## src/rtl/mem_access_stage.sv

```systemverilog
// MEM stage of a 5-stage MIPS pipeline: EX/MEM register, branch resolve, req/ack data memory
// access with upstream stall, and registered MEM/WB bundle. Optional ack timeout: MEM_TIMEOUT_EN.
module mem_access_stage #(
  parameter int unsigned DATA_W  = 32,
  parameter int unsigned TIMEOUT = 15
) (
  input  logic              i_clk,
  input  logic              i_rst_n,
  input  logic              i_ex_valid,
  input  logic              i_mem_read,
  input  logic              i_mem_write,
  input  logic              i_branch,
  input  logic              i_mem_to_reg,
  input  logic              i_reg_write,
  input  logic [DATA_W-1:0] i_alu_res,
  input  logic              i_alu_zero,
  input  logic [DATA_W-1:0] i_pc_branch,
  input  logic [DATA_W-1:0] i_rt_data,
  input  logic [4:0]        i_write_reg,
  output logic              o_stall,
  output logic              o_pc_src,
  output logic [DATA_W-1:0] o_pc_target,
  output logic              o_dmem_req,
  output logic              o_dmem_we,
  output logic [DATA_W-1:0] o_dmem_addr,
  output logic [DATA_W-1:0] o_dmem_wdata,
  input  logic              i_dmem_ack,
  input  logic [DATA_W-1:0] i_dmem_rdata,
  output logic              o_wb_valid,
  output logic              o_wb_reg_write,
  output logic              o_wb_mem_to_reg,
  output logic [DATA_W-1:0] o_wb_read_data,
  output logic [DATA_W-1:0] o_wb_alu_res,
  output logic [4:0]        o_wb_write_reg,
  output logic              o_mem_err
);

  typedef enum logic [1:0] {StIdle, StAccess, StResp} state_t;

  state_t r_state, w_state_d;

  // EX/MEM slot
  logic              r_valid, r_mem_read, r_mem_write, r_branch, r_mem_to_reg, r_reg_write;
  logic              r_alu_zero;
  logic [DATA_W-1:0] r_alu_res, r_pc_branch, r_rt_data;
  logic [4:0]        r_write_reg;

  // MEM/WB bundle
  logic              r_wb_valid, r_wb_reg_write, r_wb_mem_to_reg, r_mem_err;
  logic [DATA_W-1:0] r_wb_read_data, r_wb_alu_res;
  logic [4:0]        r_wb_write_reg;

  logic w_is_mem, w_misaligned, w_stall, w_wb_direct, w_acc_done, w_tmo_hit;

  assign w_is_mem     = r_valid & (r_mem_read | r_mem_write);
  assign w_misaligned = (r_alu_res[1:0] != 2'b00);
  assign w_stall      = ((r_state == StIdle) && w_is_mem && !w_misaligned) ||
                        (r_state == StAccess);
  assign w_wb_direct  = (r_state == StIdle) && r_valid && !w_stall;
  assign w_acc_done   = (r_state == StAccess) && (i_dmem_ack || w_tmo_hit);

`ifdef MEM_TIMEOUT_EN
  localparam int unsigned TmoW = (TIMEOUT > 1) ? $clog2(TIMEOUT) : 1;

  logic [TmoW-1:0] r_tmo_cnt;

  // Counts ACCESS cycles from zero; fires on the TIMEOUT-th cycle without ack.
  always_ff @(posedge i_clk) begin
    if (!i_rst_n) begin
      r_tmo_cnt <= '0;
    end else if (r_state == StAccess) begin
      r_tmo_cnt <= r_tmo_cnt + TmoW'(1);
    end else begin
      r_tmo_cnt <= '0;
    end
  end

  assign w_tmo_hit = (r_state == StAccess) && (r_tmo_cnt == TmoW'(TIMEOUT - 1));
`else
  assign w_tmo_hit = 1'b0;
`endif

  always_ff @(posedge i_clk) begin
    if (!i_rst_n) begin
      r_state <= StIdle;
    end else begin
      r_state <= w_state_d;
    end
  end

  always_comb begin
    w_state_d = r_state;
    unique case (r_state)
      StIdle:   if (w_is_mem && !w_misaligned) w_state_d = StAccess;
      StAccess: if (w_acc_done) w_state_d = StResp;
      StResp:   w_state_d = StIdle;
      default:  w_state_d = StIdle;
    endcase
  end

  always_ff @(posedge i_clk) begin
    if (!i_rst_n) begin
      r_valid         <= 1'b0;
      r_mem_read      <= 1'b0;
      r_mem_write     <= 1'b0;
      r_branch        <= 1'b0;
      r_mem_to_reg    <= 1'b0;
      r_reg_write     <= 1'b0;
      r_alu_zero      <= 1'b0;
      r_alu_res       <= '0;
      r_pc_branch     <= '0;
      r_rt_data       <= '0;
      r_write_reg     <= '0;
      r_wb_valid      <= 1'b0;
      r_wb_reg_write  <= 1'b0;
      r_wb_mem_to_reg <= 1'b0;
      r_mem_err       <= 1'b0;
      r_wb_read_data  <= '0;
      r_wb_alu_res    <= '0;
      r_wb_write_reg  <= '0;
    end else begin
      if (!w_stall) begin
        r_valid <= i_ex_valid;
        if (i_ex_valid) begin
          r_mem_read   <= i_mem_read;
          r_mem_write  <= i_mem_write;
          r_branch     <= i_branch;
          r_mem_to_reg <= i_mem_to_reg;
          r_reg_write  <= i_reg_write;
          r_alu_zero   <= i_alu_zero;
          r_alu_res    <= i_alu_res;
          r_pc_branch  <= i_pc_branch;
          r_rt_data    <= i_rt_data;
          r_write_reg  <= i_write_reg;
        end
      end

      r_wb_valid     <= 1'b0;
      r_wb_reg_write <= 1'b0;
      r_mem_err      <= 1'b0;
      // Non-memory op, or misaligned access that never reaches the memory port.
      if (w_wb_direct) begin
        r_wb_valid      <= 1'b1;
        r_wb_reg_write  <= r_reg_write & ~w_is_mem;
        r_mem_err       <= w_is_mem;
        r_wb_mem_to_reg <= r_mem_to_reg;
        r_wb_alu_res    <= r_alu_res;
        r_wb_write_reg  <= r_write_reg;
      end else if (w_acc_done) begin
        r_wb_valid      <= 1'b1;
        r_wb_reg_write  <= r_reg_write & ~r_mem_write & i_dmem_ack;
        r_mem_err       <= ~i_dmem_ack;
        r_wb_mem_to_reg <= r_mem_to_reg;
        r_wb_alu_res    <= r_alu_res;
        r_wb_write_reg  <= r_write_reg;
        if (i_dmem_ack && !r_mem_write) begin
          r_wb_read_data <= i_dmem_rdata;
        end
      end
    end
  end

  assign o_stall         = w_stall;
  assign o_pc_src        = r_valid & r_branch & r_alu_zero;
  assign o_pc_target     = r_pc_branch;
  assign o_dmem_req      = (r_state == StAccess);
  assign o_dmem_we       = o_dmem_req & r_mem_write;
  assign o_dmem_addr     = o_dmem_req ? r_alu_res : '0;
  assign o_dmem_wdata    = o_dmem_req ? r_rt_data : '0;
  assign o_wb_valid      = r_wb_valid;
  assign o_wb_reg_write  = r_wb_reg_write;
  assign o_wb_mem_to_reg = r_wb_mem_to_reg;
  assign o_wb_read_data  = r_wb_read_data;
  assign o_wb_alu_res    = r_wb_alu_res;
  assign o_wb_write_reg  = r_wb_write_reg;
  assign o_mem_err       = r_mem_err;

endmodule

```

## config.mk

```make
export PLATFORM = sky130hd
export DESIGN_NAME = mem_access_stage
export DESIGN_NICKNAME = d
export VERILOG_FILES = /design/src/rtl/mem_access_stage.sv
export SDC_FILE = /design/constraint.sdc
export NUM_CORES = 1
export LEC_CHECK = 0
export BUFFER_PORTS_ARGS = -buffer_cell sky130_fd_sc_hd__buf_2
export CELL_PAD_IN_SITES_DETAIL_PLACEMENT = 2
export CELL_PAD_IN_SITES_GLOBAL_PLACEMENT = 2
export CORE_AREA = 2 2 180 182
export DETAILED_ROUTE_END_ITERATION = 16
export DIE_AREA = 0 0 182 184
export GPL_ROUTABILITY_DRIVEN = 0
export PLACE_DENSITY = 0.72
export SLEW_MARGIN = 20
export SYNTH_ARGS = -nofsm -noshare
export SYNTH_HDL_FRONTEND = slang
export SYNTH_SLANG_ARGS = --single-unit
```

## constraint.sdc

```tcl
create_clock -name i_clk -period 1.7 [get_ports i_clk]
set_input_delay 0.085 -clock i_clk [delete_from_list [all_inputs] [get_ports i_clk]]
set_output_delay 0.085 -clock i_clk [all_outputs]
set_load 0.05 [all_outputs]
```

==> metrics.md <==
| Metric | Value |
|---|---|
| Pwr Total | 10.26 mW |
| Post-route ant nets | 0 |
| Worst-margin pin slew | between 0.3 and 0.4 ns |
| Row count | 65 |
| # setup viols final | 2 |
| Synth Area per Inst | 8.511 sq um |
| Clk sinks | 183 |
| Largest net degree at the start of global routing | 105 |
| Fin crit period | 1.703 ns |
| Violated checks | setup timing |
| Fmax | 0.5870 GHz |
| Vias in the first global route | 8,732 |
| Critical Path AT | around 1.6 ns |
| Reg2reg path depth | 8 |
| Worst setup SP type | register |
| Hold path depth | 4 |
| Die area | 33,490 sq um |
| Data required, critical path | 1.62 ns |
| Final hold vios | 0 |
| Run status | finished, violations left |
| Port bufs | 315 |
| Post-route cell area | approximately 12,000 sq um |
| Period utilization | 100.2% |
| Leading cell types in the layout, fill and taps excluded | buf_2, nand2_1, dfxtp_1, dlygate4sd3_1, nand3_1 |
| Post-DP HPWL | 18,230 um |
| Power per cell area | a little over 800 nW/um^2 |
| YS warnings | 0 |
| Drt total wl | ~33,000 um |
| Starting density of the core | 22.91% |
| Drt pass-1 iters | 4 |
| CTS tree | yes |
| Grt ovf | 0 |
| Layout cells sized above 1 | 37.18% |
| Post-route setup slack | -0.003454 ns |
| CTS Buf Count | 17 |
| Synthesized flop and latch total | around 180 |
| Reg area | roughly 3700 sq um |
| Area of the multi-input gates | around 3400 sq um |
| Final TNS setup | -0.004797 ns |
| Average wire per standard cell | 19.21 um |
| Vias | 7,673 |
| Post-synthesis cell area | 7192 sq um |
| DRT iter0 DRCs | around 250 |
| Worst setup path class | reg2out |
| CTS clk-pin slew, worst paths | 0.07 ns |
| Antenna diodes | 0 |
| H-tree depth | 4 |
| P&R area growth vs syn | 71.64% |
| Maxcap violations | 0 |
| Hold Slack | 0.1489 ns |
| Initial antenna violation count | 0 |
| Fillcell total | 3,437 |
| Seq/Total Area, Yosys | between 50% and 60% |
| Clk Tree Root Cell | clkbuf_16 |
| Post-synth cell types | 29 |
| Worst setup EP type | primary output |
| Die outline width | 182 um |
| DRC Markers | 0 |
| RSZ-0062 raised after global routing | yes |
| P_leak | 5.454 nW |
| I/O pin total | approximately 320 |
| Post-DP Area | 9255 sq um |
| Syn Nets | 988 |
| Skew final | 0.01003 ns |
| Via-to-Cell Ratio | 4.511 |
| Cells after synthesis | approximately 850 |
| Worst vdd ir | between 500 and 600 uV |
| Clk_lat worst skew | 0.43 ns |
| Most common cell after layout, fill and taps aside | buf_2 |
| Worst rel slew slack | between 70% and 80% |
| Critical path peak fanout | 13 |
| Utilization after layout | between 30% and 40% |
| Fin nets | 1,429 |
| GRT Util Overall | 18.70% |
| Worst hold path type | in2reg |
| Core area | around 31,000 sq um |
| Max clock buf depth | 2 |
| Die Y | 184 um |
| Final Max Tran Viols | 0 |
| First-pass GRT wire length | a little under 50,000 um |
[worst paths after layout]
check	start	endpoint	slack, ns
worst max register to register	r_state[0]$_SDFFE_PN0P_	r_rt_data[20]$_SDFFE_PN0P_	0.01
worst max-delay path	r_state[0]$_SDFFE_PN0P_	o_dmem_wdata[7]	-0.003
worst min register to register	o_pc_target[15]$_SDFFE_PN0P_	o_pc_target[15]$_SDFFE_PN0P_	0.45
worst min-delay path	i_ex_valid	r_valid$_SDFFE_PN0N_	0.15
[what timing repair did]
action                     4_1_cts  5_1_grt
gates resized for setup        236       66
gates cloned                     2        4
pin swaps                       19       10
setup endpoints to repair       73      165
buffers inserted                 7        3
hold endpoints to repair       140        0
hold buffers                   140        0
[critical path, stage by stage (launching register included)]
cell and delay (ns):
dfxtp_2 0.34, nor2b_4 0.20, buf_12 0.18, buf_12 0.16
and2_4 0.17, buf_8 0.14
[cell usage after synthesis, drive strengths merged]
library cell  number  area, sq um
nand2            212        795.8
dfxtp            183         3664
nand3            108        590.6
o21ai            107        573.1
and2              66        412.9
clkbuf            54        209.0
mux2i             38        380.4
a21boi            32        240.2
buf               20        161.4
a21oi              3        15.01
inv                3        11.26
nor2               3        11.26
a22oi              2        15.01
and3               2        12.51
nand2b             2        12.51
nor2b              2        12.51
nor3               2        10.01
a311oi             1        26.28
and4               1        8.760
mux2               1        11.26
o22ai              1        6.260
or2                1        6.260
or3                1        6.260
[per-stage QoR]
step / setup WS [ns] / instances
6_report: -0.003454 / 1701
5_1_grt: -0.07610 / 1701
4_1_cts: -0.06848 / 1696
3_5_place_dp: -0.001622 / 1515
3_3_place_gp: 0.08608 / 1515
2_1_floorplan: 0.08112 / 845
[cell families (layout without fill, tap and decap cells)]
kind of cell	after synthesis	in the layout	synth area share (%)
AND/OR/NAND/NOR	400	400	26.13
buffers and inverters	77	531	5.306
flip-flops	183	183	50.94
AO/OA/AOI/OAI	146	146	12.18
multiplexers	39	39	5.445
[where the power goes]
group          internal [mW]  switching, mW
Clock                   1.96           1.79
Combinational          0.772           1.11
Sequential              4.51          0.124
Total                   7.24           3.02
[routing by layer]
metal | vias up | track usage, % | part of all wire [%] | wire length (um)
met1 | 3745 | 20.56 | 40 | 13140
li1 | 3677 | - | - | -
met3 | 38 | 4.814 | 4.8 | 1567
met4 | 0 | 6.484 | 2.1 | 694
met5 | - | 0 | 0 | 0
met2 | 213 | 34.76 | 53 | 17270
[layout make-up]
| cell class | instances | area share (%) |
|---|---|---|
| repair buffers | 496 | 34.61 |
| flip-flops and latches | 183 | 29.71 |
| multi-input cells | 585 | 27.15 |
| well taps | 402 | 4.075 |
| clock buffers | 22 | 3.760 |
| clock inverters | 10 | 0.5980 |
| inverters | 3 | 0.09122 |
Note: power is estimated with default switching activity, not from simulation.
